### src/rtl/ahb_decoder_mux_p_pkg.sv
// Shared AHB-lite definitions for the parametrised decoder / response mux:
// bus widths, HTRANS/HRESP encodings, default-slave states and the legacy
// 7-slave DAHB/IAHB address map used as the default configuration.
package ahb_decoder_mux_p_pkg;

   localparam int AHB_ADDR_WIDTH = 32;
   localparam int AHB_DATA_WIDTH = 32;

   typedef enum logic [1:0] {
      HTRANS_IDLE   = 2'b00,
      HTRANS_BUSY   = 2'b01,
      HTRANS_NONSEQ = 2'b10,
      HTRANS_SEQ    = 2'b11
   } htrans_e;

   typedef enum logic [1:0] {
      HRESP_OKAY  = 2'b00,
      HRESP_ERROR = 2'b01
   } hresp_e;

   // Default-slave error sequencer states.
   typedef enum logic [1:0] {
      DS_OK   = 2'b00,
      DS_ERR1 = 2'b01,
      DS_ERR2 = 2'b10
   } ds_state_e;

   // Legacy fabric: seven 256 MB windows selected by the top address nibble.
   localparam int LEGACY_NUM_SLAVES = 7;

   localparam logic [LEGACY_NUM_SLAVES*32-1:0] LEGACY_SLV_BASE = {
      32'h9000_0000,   // slave 6
      32'h8000_0000,   // slave 5
      32'h7000_0000,   // slave 4
      32'h6000_0000,   // slave 3
      32'h5000_0000,   // slave 2
      32'h4000_0000,   // slave 1
      32'h0000_0000    // slave 0
   };

   localparam logic [LEGACY_NUM_SLAVES*32-1:0] LEGACY_SLV_MASK = {
      32'hF000_0000,
      32'hF000_0000,
      32'hF000_0000,
      32'hF000_0000,
      32'hF000_0000,
      32'hF000_0000,
      32'hF000_0000
   };

   // Only NONSEQ and SEQ carry a real transfer; IDLE and BUSY never select.
   function automatic logic htrans_active(input logic [1:0] htrans);
      return (htrans == HTRANS_NONSEQ) || (htrans == HTRANS_SEQ);
   endfunction

endpackage

### src/rtl/ahb_decoder_mux_p_default_slave.sv
// Internal default slave: answers every unmapped transfer with the
// two-cycle AHB ERROR response (ready low, then ready high, both ERROR).
module ahb_default_slave
   import ahb_decoder_mux_p_pkg::*;
(
   input  logic       HCLK,
   input  logic       HRESETn,
   input  logic       unmapped,
   input  logic       HREADY_S,
   input  logic       sel_default,
   output logic       ready,
   output logic [1:0] resp
);

   ds_state_e  state_q;
   logic       ready_q;
   logic [1:0] resp_q;

   // Error sequencer with registered ready/resp, so nothing combinational
   // from the address phase reaches HREADY_S through this block.
   // NOTE: state registers use non-blocking assignments so every flop
   // samples the pre-edge values; blocking here would create order-dependent
   // simulation that no longer matches the synthesized flops.
   always_ff @(posedge HCLK or negedge HRESETn) begin
      if (!HRESETn) begin
         state_q <= DS_OK;
         ready_q <= 1'b1;
         resp_q  <= HRESP_OKAY;
      end else begin
         unique case (state_q)
            DS_OK: begin
               if (unmapped && HREADY_S) begin
                  state_q <= DS_ERR1;
                  ready_q <= 1'b0;
                  resp_q  <= HRESP_ERROR;
               end
            end
            DS_ERR1: begin
               // The data phase is always owned by us here; the guard only
               // recovers from an impossible owner change.
               if (sel_default) begin
                  state_q <= DS_ERR2;
                  ready_q <= 1'b1;
                  resp_q  <= HRESP_ERROR;
               end else begin
                  state_q <= DS_OK;
                  ready_q <= 1'b1;
                  resp_q  <= HRESP_OKAY;
               end
            end
            DS_ERR2: begin
               // Ready is high, so the next address phase is accepted now.
               if (unmapped && HREADY_S) begin
                  state_q <= DS_ERR1;
                  ready_q <= 1'b0;
                  resp_q  <= HRESP_ERROR;
               end else begin
                  state_q <= DS_OK;
                  ready_q <= 1'b1;
                  resp_q  <= HRESP_OKAY;
               end
            end
            default: begin
               state_q <= DS_OK;
               ready_q <= 1'b1;
               resp_q  <= HRESP_OKAY;
            end
         endcase
      end
   end

   assign ready = ready_q;
   assign resp  = resp_q;

endmodule

### src/rtl/ahb_decoder_mux_p.sv
// Parametrised AHB-lite address decoder and slave-response multiplexer
// with an internal error-returning default slave and a sticky log of the
// first unmapped address seen since software last cleared it.
module ahb_decoder_mux_p
   import ahb_decoder_mux_p_pkg::*;
#(
   parameter int                          NUM_SLAVES = LEGACY_NUM_SLAVES, // 1..16
   parameter logic [NUM_SLAVES*32-1:0]    SLV_BASE   = LEGACY_SLV_BASE,
   parameter logic [NUM_SLAVES*32-1:0]    SLV_MASK   = LEGACY_SLV_MASK
) (
   input  logic                                 HCLK,
   input  logic                                 HRESETn,
   input  logic [AHB_ADDR_WIDTH-1:0]            HADDR_M,
   input  logic [1:0]                           HTRANS_M,
   output logic [NUM_SLAVES-1:0]                HSEL_S,
   input  logic [NUM_SLAVES*AHB_DATA_WIDTH-1:0] HRDATA_IN,
   input  logic [NUM_SLAVES*2-1:0]              HRESP_IN,
   input  logic [NUM_SLAVES-1:0]                HREADYOUT_IN,
   output logic [AHB_DATA_WIDTH-1:0]            HRDATA_S,
   output logic [1:0]                           HRESP_S,
   output logic                                 HREADY_S,
   output logic                                 err_valid,
   output logic [AHB_ADDR_WIDTH-1:0]            err_addr,
   input  logic                                 err_clr
);

   localparam int DEF = NUM_SLAVES;   // dsel bit owned by the default slave
   localparam logic [NUM_SLAVES:0] DSEL_DEFAULT = {1'b1, {NUM_SLAVES{1'b0}}};

   logic                      trans;
   logic                      unmapped;
   logic [NUM_SLAVES-1:0]     match;

   logic [NUM_SLAVES:0]       dsel_q;
   logic [NUM_SLAVES:0]       dsel_d;

   logic                      ds_ready;
   logic [1:0]                ds_resp;

   logic                      err_accept;
   logic                      err_valid_q;
   logic [AHB_ADDR_WIDTH-1:0] err_addr_q;

   assign trans = htrans_active(HTRANS_M);

   // Per-slave address match, each region evaluated independently.
   // NOTE: every always_comb output gets a default before any condition;
   // a path that leaves a variable unassigned would infer a latch.
   always_comb begin
      match = '0;
      for (int i = 0; i < NUM_SLAVES; i++) begin
         match[i] = trans &&
                    ((HADDR_M & SLV_MASK[32*i +: 32]) ==
                     (SLV_BASE[32*i +: 32] & SLV_MASK[32*i +: 32]));
      end
   end

   // Priority encode overlaps so the lowest index wins and HSEL_S is
   // one-hot or zero.
   always_comb begin
      logic found;
      HSEL_S = '0;
      found  = 1'b0;
      for (int i = 0; i < NUM_SLAVES; i++) begin
         if (match[i] && !found) begin
            HSEL_S[i] = 1'b1;
            found     = 1'b1;
         end
      end
   end

   assign unmapped = trans && (match == '0);

   // Next data-phase owner: loads only on an accepted address phase.
   always_comb begin
      dsel_d = dsel_q;
      if (HREADY_S) begin
         if (HSEL_S != '0) begin
            dsel_d = {1'b0, HSEL_S};
         end else begin
            dsel_d = DSEL_DEFAULT;
         end
      end
   end

   // Data-phase owner register, parked on the default slave out of reset.
   always_ff @(posedge HCLK or negedge HRESETn) begin
      if (!HRESETn) begin
         dsel_q <= DSEL_DEFAULT;
      end else begin
         dsel_q <= dsel_d;
      end
   end

   ahb_default_slave u_default_slave (
      .HCLK        (HCLK),
      .HRESETn     (HRESETn),
      .unmapped    (unmapped),
      .HREADY_S    (HREADY_S),
      .sel_default (dsel_q[DEF]),
      .ready       (ds_ready),
      .resp        (ds_resp)
   );

   // Response mux driven purely by the registered owner, so HREADY_S has
   // no combinational path back into the decode.
   always_comb begin
      HRDATA_S = '0;
      HRESP_S  = HRESP_OKAY;
      HREADY_S = 1'b1;
      if (dsel_q[DEF]) begin
         HRESP_S  = ds_resp;
         HREADY_S = ds_ready;
      end else begin
         for (int i = 0; i < NUM_SLAVES; i++) begin
            if (dsel_q[i]) begin
               HRDATA_S = HRDATA_IN[AHB_DATA_WIDTH*i +: AHB_DATA_WIDTH];
               HRESP_S  = HRESP_IN[2*i +: 2];
               HREADY_S = HREADYOUT_IN[i];
            end
         end
      end
   end

   assign err_accept = unmapped && HREADY_S;

   // Sticky error log: first unmapped address is kept until cleared; a new
   // error in the clearing cycle replaces the old entry.
   always_ff @(posedge HCLK or negedge HRESETn) begin
      if (!HRESETn) begin
         err_valid_q <= 1'b0;
         err_addr_q  <= '0;
      end else if (err_accept && (!err_valid_q || err_clr)) begin
         err_valid_q <= 1'b1;
         err_addr_q  <= HADDR_M;
      end else if (err_clr) begin
         err_valid_q <= 1'b0;
         err_addr_q  <= '0;
      end
   end

   assign err_valid = err_valid_q;
   assign err_addr  = err_addr_q;

endmodule

### config.mk
export PLATFORM = sky130hd
export DESIGN_NAME = ahb_decoder_mux_p
export DESIGN_NICKNAME = d
export VERILOG_FILES = /design/src/rtl/ahb_decoder_mux_p_pkg.sv /design/src/rtl/ahb_decoder_mux_p_default_slave.sv /design/src/rtl/ahb_decoder_mux_p.sv
export SDC_FILE = /design/constraint.sdc
export NUM_CORES = 1
export LEC_CHECK = 0
export ABC_AREA = 1
export BUFFER_PORTS_ARGS = -buffer_cell sky130_fd_sc_hd__buf_2
export CORE_AREA = 5 5 135 137
export CTS_BUF_LIST = sky130_fd_sc_hd__clkbuf_8
export CTS_CLUSTER_SIZE = 25
export DETAILED_ROUTE_END_ITERATION = 7
export DIE_AREA = 0 0 140 142
export SYNTH_ARGS = -nofsm -noshare
export SYNTH_HDL_FRONTEND = slang
export SYNTH_HIERARCHICAL = 1
export SYNTH_SLANG_ARGS = --single-unit
### constraint.sdc
create_clock -name HCLK -period 2.23 [get_ports HCLK]
set_clock_uncertainty 0.15 [all_clocks]
set_input_delay 0.223 -clock HCLK [delete_from_list [all_inputs] [get_ports HCLK]]
set_output_delay 0.223 -clock HCLK [all_outputs]
set_load 0.005 [all_outputs]
# Yosys cells after proc, flatten, opt, wreduce, memory -nomap -nowiden
# Index checks and enable logic that the tools add are counted.
[word_totals]
ff_bits = 46
elab_cells = 97
in_bits = 282
out_inout_bits = 75
[op_classes]
n_eq_ne = 11
n_mux = 50
n_reduce_logical = 30
[op_table]
columns = ["cell", "count"]
rows = [
  ["two-way mux 32 bit", 10],
  ["logical NOT 32 bit", 1],
  ["two-way mux 1 bit", 26],
  ["two-way mux 2 bit", 10],
  ["equality test 4 x 3 -> 1 bit, second input constant", 4],
  ["logical AND 1 bit", 16],
  ["one-hot mux 2 bit (3 select lines)", 2],
  ["equality test 4 bit, second input constant", 2],
  ["two-way mux 8 bit", 1],
  ["logical NOT 1 bit", 7],
  ["logical NOT 7 bit", 1],
  ["nonzero test 7 bit", 1],
  ["equality test 2 bit, second input constant", 3],
  ["equality test 2 x 1 -> 1 bit, second input constant", 1],
  ["logical NOT 2 bit", 1],
  ["logical OR 1 bit", 2],
  ["!= test 2 bit, second input constant", 1],
  ["one-hot mux 1 bit (2 select lines)", 1],
  ["nonzero test 2 bit", 1],
]

# Logic depth before layout (Yosys ltp)
# Gate-level depths: netlist of run 1.
[logic_depth]
word_depth = 24
ltp_mapped = 14
ltp_nobuf = 13

# By module
# The synthesis of run 1 kept the hierarchy.
[modules_own_cells]
columns = ["module", "area_each_um2", "seq_area_each_um2", "cells_each", "n_inst"]
rows = [
  ["ahb_decoder_mux_p", 3926.3, 1027.2, 618, 1],
  ["ahb_default_slave", 173.9, 101.3, 19, 1],
]

# Worst setup path after synthesis of run 1
# No wires, ideal clock.
[synth_timing]
kind = "register to output"
startpoint = "reg dsel_q[1]"
endpoint = "out HRDATA_S[4]"
arrival_ns = 1.422
stages_incl_launch_ff = 10
path_buffers = 2
slack_ns = 0.435
t_required_ns = 1.857
path_cell_list = "dfrtp_1 > buf_2 > nor2_4 > buf_2 > nand2_1 > nand2_1 > o21ai_0 > o211ai_1 > o211ai_1 > a21oi_1"
[synth_between]
elab_chain_len = 7
[synth_rtl]
columns = ["element", "line", "rtl"]
rows = [
  ["start: declaration", "ahb_decoder_mux_p.sv:34", "logic [NUM_SLAVES:0] dsel_q;"],
  ["start signal: assignment", "ahb_decoder_mux_p.sv:91", "dsel_q <= dsel_d;"],
  ["two-way mux 32 bit (6 in a row)", "ahb_decoder_mux_p.sv:116", "if (dsel_q[i]) begin"],
  ["two-way mux 32 bit", "ahb_decoder_mux_p.sv:111", "if (dsel_q[DEF]) begin"],
  ["end: declaration", "ahb_decoder_mux_p.sv:19", "output logic [AHB_DATA_WIDTH-1:0] HRDATA_S,"],
]
# No other way between the ends.

# Final worst setup path of run 1
[layout_timing]
startpoint = "reg dsel_q[1]"
endpoint = "out HRDATA_S[17]"
# The elaborated chain is that of the path after synthesis.

==> results.md, run 1 <==
- Critical-path cell list: nor2_4 > buf_12 > buf_4 > buf_4 > nand2_1 > nand2_1 > o21ai_1 > o211ai_1 > o211ai_1 > a21oi_1 > buf_2
- Sequential cell area fraction in the yosys report: 0.2753
- IO Port Bufs: 355
- Yosys cell types: 31
- Largest stage delay, worst path: 450 ps
- Clock Tree Root: clkbuf_8
- Core area: 0.01694 mm2
- Post-synth top area share: 0.2624
- NumNets Final: 1263
- # Max-Cap Violations: 0
- Via count: 6086
- EDFF count, synth: 0
- Seq cells post-synth: 45
- Failing checks: setup timing
- Tmin final: 2403 ps
- Worst Setup End Kind: output port
- Worst slew pin tran: 569.5 ps
- Internal: 2.695 mW
- Finished Layout Cells: 1210
- Reg power frac: 0.253
- Fraction of registers with async set/reset: 1.000
- DRC errors left: 0
- Final HPWL from detailed placement: 18280 um
- Sink Count: 45
- Crit path max fanout: 5
- Die Width: 140 um
- Status: complete, but fails checks
- Total gr overflow: 0
- Period utilization: 1.078
- Switching share of power: 0.4504
- GRT Util Overall: 0.2123
- Power Density: 747.2 mW/mm2
- Reg clk slew, reported paths: 90 ps
- Die height: 142 um
- CTS Buf Count: 5
- CP max stage cell: dfrtp_2
- Iteration count of the initial detailed-routing pass: 5
- Most frequent cell after synthesis: nand2_1
- Clock latency at the later pin of the worst-skew pair: 300 ps
- Final WL: 23380 um
- Leak pwr: 3.433 nW
- Net Switching: 2.208 mW
- Worst Path Arrival: 2030 ps
- Largest cells by area after synthesis: dfrtp_1 (26%), nand2_1 (14%), a21oi_1 (13%)
- Worst setup SP type: flop
- Clock buffer depth: 2
- Largest vdd supply drop: 0.6105 mV
- Syn Std Cell Area: 0.004100 mm2
- Final setup fails: 27
- Clock power share: 0.127
- Slew HR: 0.6203
- Worst Hold Class: primary input to flop
- Comb pwr share: 0.620
- Setup ws final: -173.3 ps
- Pre-CTS WS: 25.85 ps
- Pin count of the biggest net entering global routing: 56
- DP Cell Count: 1180
- Main synth FF type: dfrtp_1
- Final hold vios: 0
- CP required: 1860 ps
- Share of cells above drive strength 1: 0.4552
- FP Rows: 48
- CTS tree: done
- Initial DRC count: 415
- Final slew viol count: 0
- Mapped Cells: 637
- DR WL/cell: 19.32 um
- DIE AREA: 0.01988 mm2
- Vias in the first global route: 5770
- IO Count: 357
- Vias/cell: 5.030
- Synth Net Count: 919
- Synth cell count leaders: nand2_1 (157), a21oi_1 (104), o211ai_1 (64), o21ai_0 (59), dfrtp_1 (43)
- Final core occ: 0.3875
- First-pass GRT wire length: 33320 um
- Cell taking the most area after synthesis: dfrtp_1
- Initial antenna violation count: 3
- Initial Util: 0.2421
- ANT nets after route: 0
- RSZ-0062 raised after global routing: yes
- P&R area growth vs syn: 60.05%
- H-Tree Depth: 2
- TNS Setup: -1771 ps
- Synth Area per Inst: 6.437 um2
- Yosys warnings: 6
- Crit Path Category: flop to output port
- Peak Freq: 0.4161 GHz
- Layout fillers: 1870
- Routability-driven placement congestion ratio: 0.9450
## per-stage QoR
step	total power [mW]	hold WS, ps	area, um2
6_report	4.903	17.61	6563
5_1_grt	5.294	4.440	6558
2_1_floorplan	2.812	-222.6	4100
3_5_place_dp	3.949	102.3	6163
4_1_cts	4.694	11.66	6430
3_3_place_gp	3.940	92.55	6163
## registers in the layout, indices dropped and copies added (netlist names)
signal and count:
err_addr 32, dsel_q 8, u_default_slave/state_q 2, err_valid 1, u_default_slave/ready 1, u_default_slave/resp 1
## final timing paths
check	from	end	slack, ps	cells past startpoint
worst max-delay path	dsel_q[1]$_DFFE_PN0P_	HRDATA_S[17]	-170	11
worst min-delay path	HADDR_M[23]	err_addr[23]$_DFFE_PN0P_	20	3
worst max register to register	dsel_q[2]$_DFFE_PN0P_	dsel_q[4]$_DFFE_PN0P_	150	13
worst min register to register	err_addr[21]$_DFFE_PN0P_	err_addr[21]$_DFFE_PN0P_	360	2
max in group asynchronous	HRESETn	dsel_q[2]$_DFFE_PN0P_	1020	3
min in group asynchronous	HRESETn	err_valid$_DFFE_PN0P_	300	2
## cell usage in the layout (no fill, tap or decap), types with 2 or more instances in the layout
| master | netlist | routed |
|---|---|---|
| buf_2 | 15 | 355 |
| nand2_1 | 157 | 151 |
| a21oi_1 | 104 | 97 |
| o211ai_1 | 64 | 64 |
| o21ai_0 | 59 | 48 |
| dfrtp_1 | 43 | 40 |
| nand3_1 | 38 | 38 |
| nand4_1 | 33 | 33 |
| buf_4 | 2 | 27 |
| o21ai_1 | 22 | 26 |
| inv_1 | 18 | 17 |
| nor2_1 | 14 | 12 |
| buf_12 | 0 | 9 |
| o21ai_2 | 0 | 7 |
| a21oi_2 | 0 | 7 |
| nand2_2 | 1 | 6 |
| clkbuf_8 | 0 | 5 |
| inv_2 | 2 | 4 |
| buf_6 | 6 | 4 |
| diode_2 | 0 | 3 |
| nor2_2 | 1 | 3 |
| dfrtp_2 | 0 | 3 |
| clkinv_1 | 2 | 2 |
| nor2_4 | 2 | 2 |
| o21a_1 | 2 | 2 |
| nand2_4 | 1 | 2 |
| nand3_4 | 1 | 2 |
| nand3_2 | 1 | 2 |
| dfstp_2 | 2 | 2 |
| buf_8 | 0 | 2 |
## cell type report
type                    instances  area (um2)  share of cell area
clock inverters                 3       42.54            0.006482
diodes                          3       7.507            0.001144
repair buffers                398        2245              0.3420
well taps                     225       281.5             0.04290
clock buffers                   5       68.82             0.01049
multi-input cells             508        2696              0.4109
inverters                      23       88.84             0.01354
flip-flops and latches         45        1132              0.1725
## repair_timing
| item | CTS | global route |
|---|---|---|
| pin swaps | 13 | 17 |
| buffers inserted | 7 | 8 |
| hold endpoints to repair | 21 | 0 |
| hold buffers | 1 | 0 |
| gates cloned | 1 | 3 |
| setup endpoints to repair | 25 | 68 |
| resized for setup | 28 | 20 |
## worst max-delay path: cells and delay by family, from the launching register on
family                 cells  cell delay [ps]
AND/OR/NAND/NOR            3              290
buffers and inverters      4              510
AO/OA/AOI/OAI              4              500
flip-flops                 1              450
## per-layer routing
layer  GRT usage  part of all wire  wire length, um  vias to the layer above
li1            -                 -                -                     2957
met1      0.2673              0.39             9137                     2769
met4     0.05609             0.025              573                        4
met3     0.06284             0.097             2264                       37
met2      0.3578              0.49            11380                      319
met5           0            0.0012               27                        -
## cell families after synthesis
kind of cell,after synthesis,share of synthesized area
buffers and inverters,87,0.09765
flip-flops,45,0.2753
AND/OR/NAND/NOR,252,0.2759
other,1,0.0009146
AO/OA/AOI/OAI,252,0.3503
## power by group through the flow
| stage | Combinational [mW] | Clock, mW | Sequential [mW] |
|---|---|---|---|
| after floorplan | 1.59 | 0 | 1.23 |
| after global placement | 2.69 | 0 | 1.25 |
| after detailed placement | 2.71 | 0 | 1.24 |
| after CTS | 2.81 | 0.638 | 1.24 |
| after global routing | 3.35 | 0.671 | 1.28 |
| final | 3.04 | 0.623 | 1.24 |
No activity file was read; power rests on OpenSTA's default activity.
==> inputs of run 2 (changes only) <==
--- a/config.mk
+++ b/config.mk
@@ -14,2 +14,3 @@
 export DIE_AREA = 0 0 140 142
+export SKIP_CTS_REPAIR_TIMING = 1
 export SYNTH_ARGS = -nofsm -noshare
--- a/constraint.sdc
+++ b/constraint.sdc
@@ -4,2 +4,2 @@
 set_output_delay 0.223 -clock HCLK [all_outputs]
-set_load 0.005 [all_outputs]
+set_load 0.02 [all_outputs]
==> results.md, run 2 (synthesis results as in run 1) <==
- Status: complete, but fails checks
- Failing checks: setup timing
- GRT Util Overall: 0.2068 (-0.005547)
- Met1 Use GR: 0.2580 (-0.009261)
- H-Tree Depth: 2 (unchanged)
- Power Density: 767.8 mW/mm2 (+2.8%)
- Crit path max fanout: 12 (+7)
- Share of cells above drive strength 1: 0.4471 (-0.008123)
- FP Rows: 48 (unchanged)
- Largest vdd supply drop: 0.5193 mV (-15%)
- Worst slew pin tran: 546.9 ps (-22.55 ps)
- Final Power: 5.026 mW (+2.5%)
- Met3 Usage GRT: 0.05477 (-0.008065)
- Core area: 0.01694 mm2 (unchanged)
- Pin count of the biggest net entering global routing: 55 (-1.8%)
- Commonest cells after routing, fill and taps aside: buf_2 (325), nand2_1 (146), a21oi_1 (98), o211ai_1 (64), o21ai_0 (52)
- Reg clk slew, reported paths: 90 ps (about the same)
- Via count: 6079 (-0.12%)
- Worst Setup End Kind: output port
- Hold path cells: 3 (unchanged)
- Initial antenna violation count: 4 (+1)
- Leak pwr: 3.402 nW (-0.90%)
- DIE AREA: 0.01988 mm2 (unchanged)
- Sink Count: 45 (unchanged)
- Layout fillers: 1851 (-1.0%)
- TNS Setup: -3379 ps (-1608 ps)
- Antenna cells: 0 (-3)
- Finished Layout Cells: 1198 (-0.99%)
- Peak Freq: 0.4053 GHz (-2.6%)
- ANT nets after route: 0 (unchanged)
- Crit Path Category: flop to output port
- P&R area growth vs syn: 59.66%
- Final core occ: 0.3865 (-0.0009600)
- Setup ws final: -237.4 ps (-64.15 ps)
- Worst Path Arrival: 2090 ps (+60 ps)
- CTS tree: done
- Slew HR: 0.6331 (+0.01278)
- Max reg flops: 32 (unchanged)
- NumNets Final: 1254 (-0.71%)
- IO Count: 357 (unchanged)
- Final setup fails: 33 (+22%)
- Worst setup SP type: flop
- Clock buffer depth: 2 (unchanged)
- Final hold vios: 0 (unchanged)
- CP required: 1860 ps (about the same)
- IO Port Bufs: 355 (unchanged)
- Die height: 142 um (unchanged)
- Vias/cell: 5.074 (+0.89%)
- Commonest non-fill, non-tap cell in the layout: buf_2
- Total gr overflow: 0 (unchanged)
- DP Cell Count: 1183 (+0.25%)
- # Max-Cap Violations: 0 (unchanged)
- Final HPWL from detailed placement: 18230 um (-0.32%)
- Tmin final: 2467 ps (+64.14 ps)
- Period utilization: 1.106 (+0.02876)
- GR Layer Usage met2: 0.3593 (+0.001519)
- Min Hold Slack: 21.64 ps (+4.026 ps)
- Initial Util: 0.2421 (unchanged)
- Routability-driven placement congestion ratio: 0.9595 (+1.5%)
- Top Usage Layer GRT: met2
- DRC errors left: 0 (unchanged)
- Worst Hold Class: primary input to flop
- Clock Tree Root: clkbuf_8
- Clock latency at the later pin of the worst-skew pair: 290 ps (about the same)
- First-pass GRT wire length: 32640 um (-2.0%)
- CTS Buf Count: 5 (unchanged)
- Final slew viol count: 0 (unchanged)
- RSZ-0062 raised after global routing: yes
- DR WL/cell: 19.27 um (-0.27%)
- Final WL: 23080 um (-1.3%)
- Iteration count of the initial detailed-routing pass: 5 (unchanged)
- R2R cell count: 13 (unchanged)
- Initial DRC count: 498 (+20%)
- Vias in the first global route: 5668 (-1.8%)
- Die Width: 140 um (unchanged)
==> run 2: changes by cell type in the layout (fill, tap and decap cells not counted), sizes merged <==
| cell | delta |
|---|---|
| buf | -9 |
| bufinv | -1 |
| clkbuf | +1 |
| clkinv | -1 |
| clkinvlp | +1 |
| diode | -3 |
| inv | +1 |
| nand2 | -1 |
==> run 2: final timing paths <==
kind | from | endpoint | slack (ps)
max | dsel_q[1]$_DFFE_PN0P_ | HRDATA_S[31] | -240
min | HADDR_M[7] | err_addr[7]$_DFFE_PN0P_ | 20
max reg2reg | dsel_q[1]$_DFFE_PN0P_ | err_addr[6]$_DFFE_PN0P_ | 230
min reg2reg | err_addr[31]$_DFFE_PN0P_ | err_addr[31]$_DFFE_PN0P_ | 360
max in group asynchronous | HRESETn | dsel_q[3]$_DFFE_PN0P_ | 1160
min in group asynchronous | HRESETn | err_addr[20]$_DFFE_PN0P_ | 170
==> run 2: cell type report <==
class,instances,area [um2],share of cell area
timing repair buffer,390,2266,0.3461
clock buffer,5,68.82,0.01051
multi-input combinational,507,2695,0.4117
clock inverter,3,15.01,0.002294
inverter,23,88.84,0.01357
sequential,45,1131,0.1728
tap,225,281.5,0.04300
==> run 2: report_power, final <==
| part | switching, mW | internal, mW | total (mW) |
|---|---|---|---|
| combinational | 2.08 | 1.24 | 3.31 |
| sequential | 0.159 | 1.07 | 1.23 |
| clock | 0.272 | 0.213 | 0.485 |
==> run 2: worst max-delay path, cell delays in order, from the launching register on <==
cell and delay [ps]:
dfrtp_2 450, nor2_4 180, buf_12 170, nand2_1 60
nand2_1 50, o21ai_1 50, o211ai_1 270, o211ai_1 200
a21oi_2 230, buf_6 150
==> run 2: through the flow <==
stage / instance area (um2) / setup WS (ps)
after floorplan: 4100 / 225.8
final: 6546 / -237.4
after CTS: 6257 / -310.5
after detailed placement: 6173 / -16.33
after global placement: 6173 / 22.35
after global routing: 6546 / -303.4
==> run 2: metal layers <==
| metal | vias up | share of wire |
|---|---|---|
| met1 | 2740 | 0.39 |
| met2 | 354 | 0.49 |
| met3 | 40 | 0.099 |
| met4 | 8 | 0.021 |
| met5 | - | 0.0020 |
| li1 | 2937 | - |
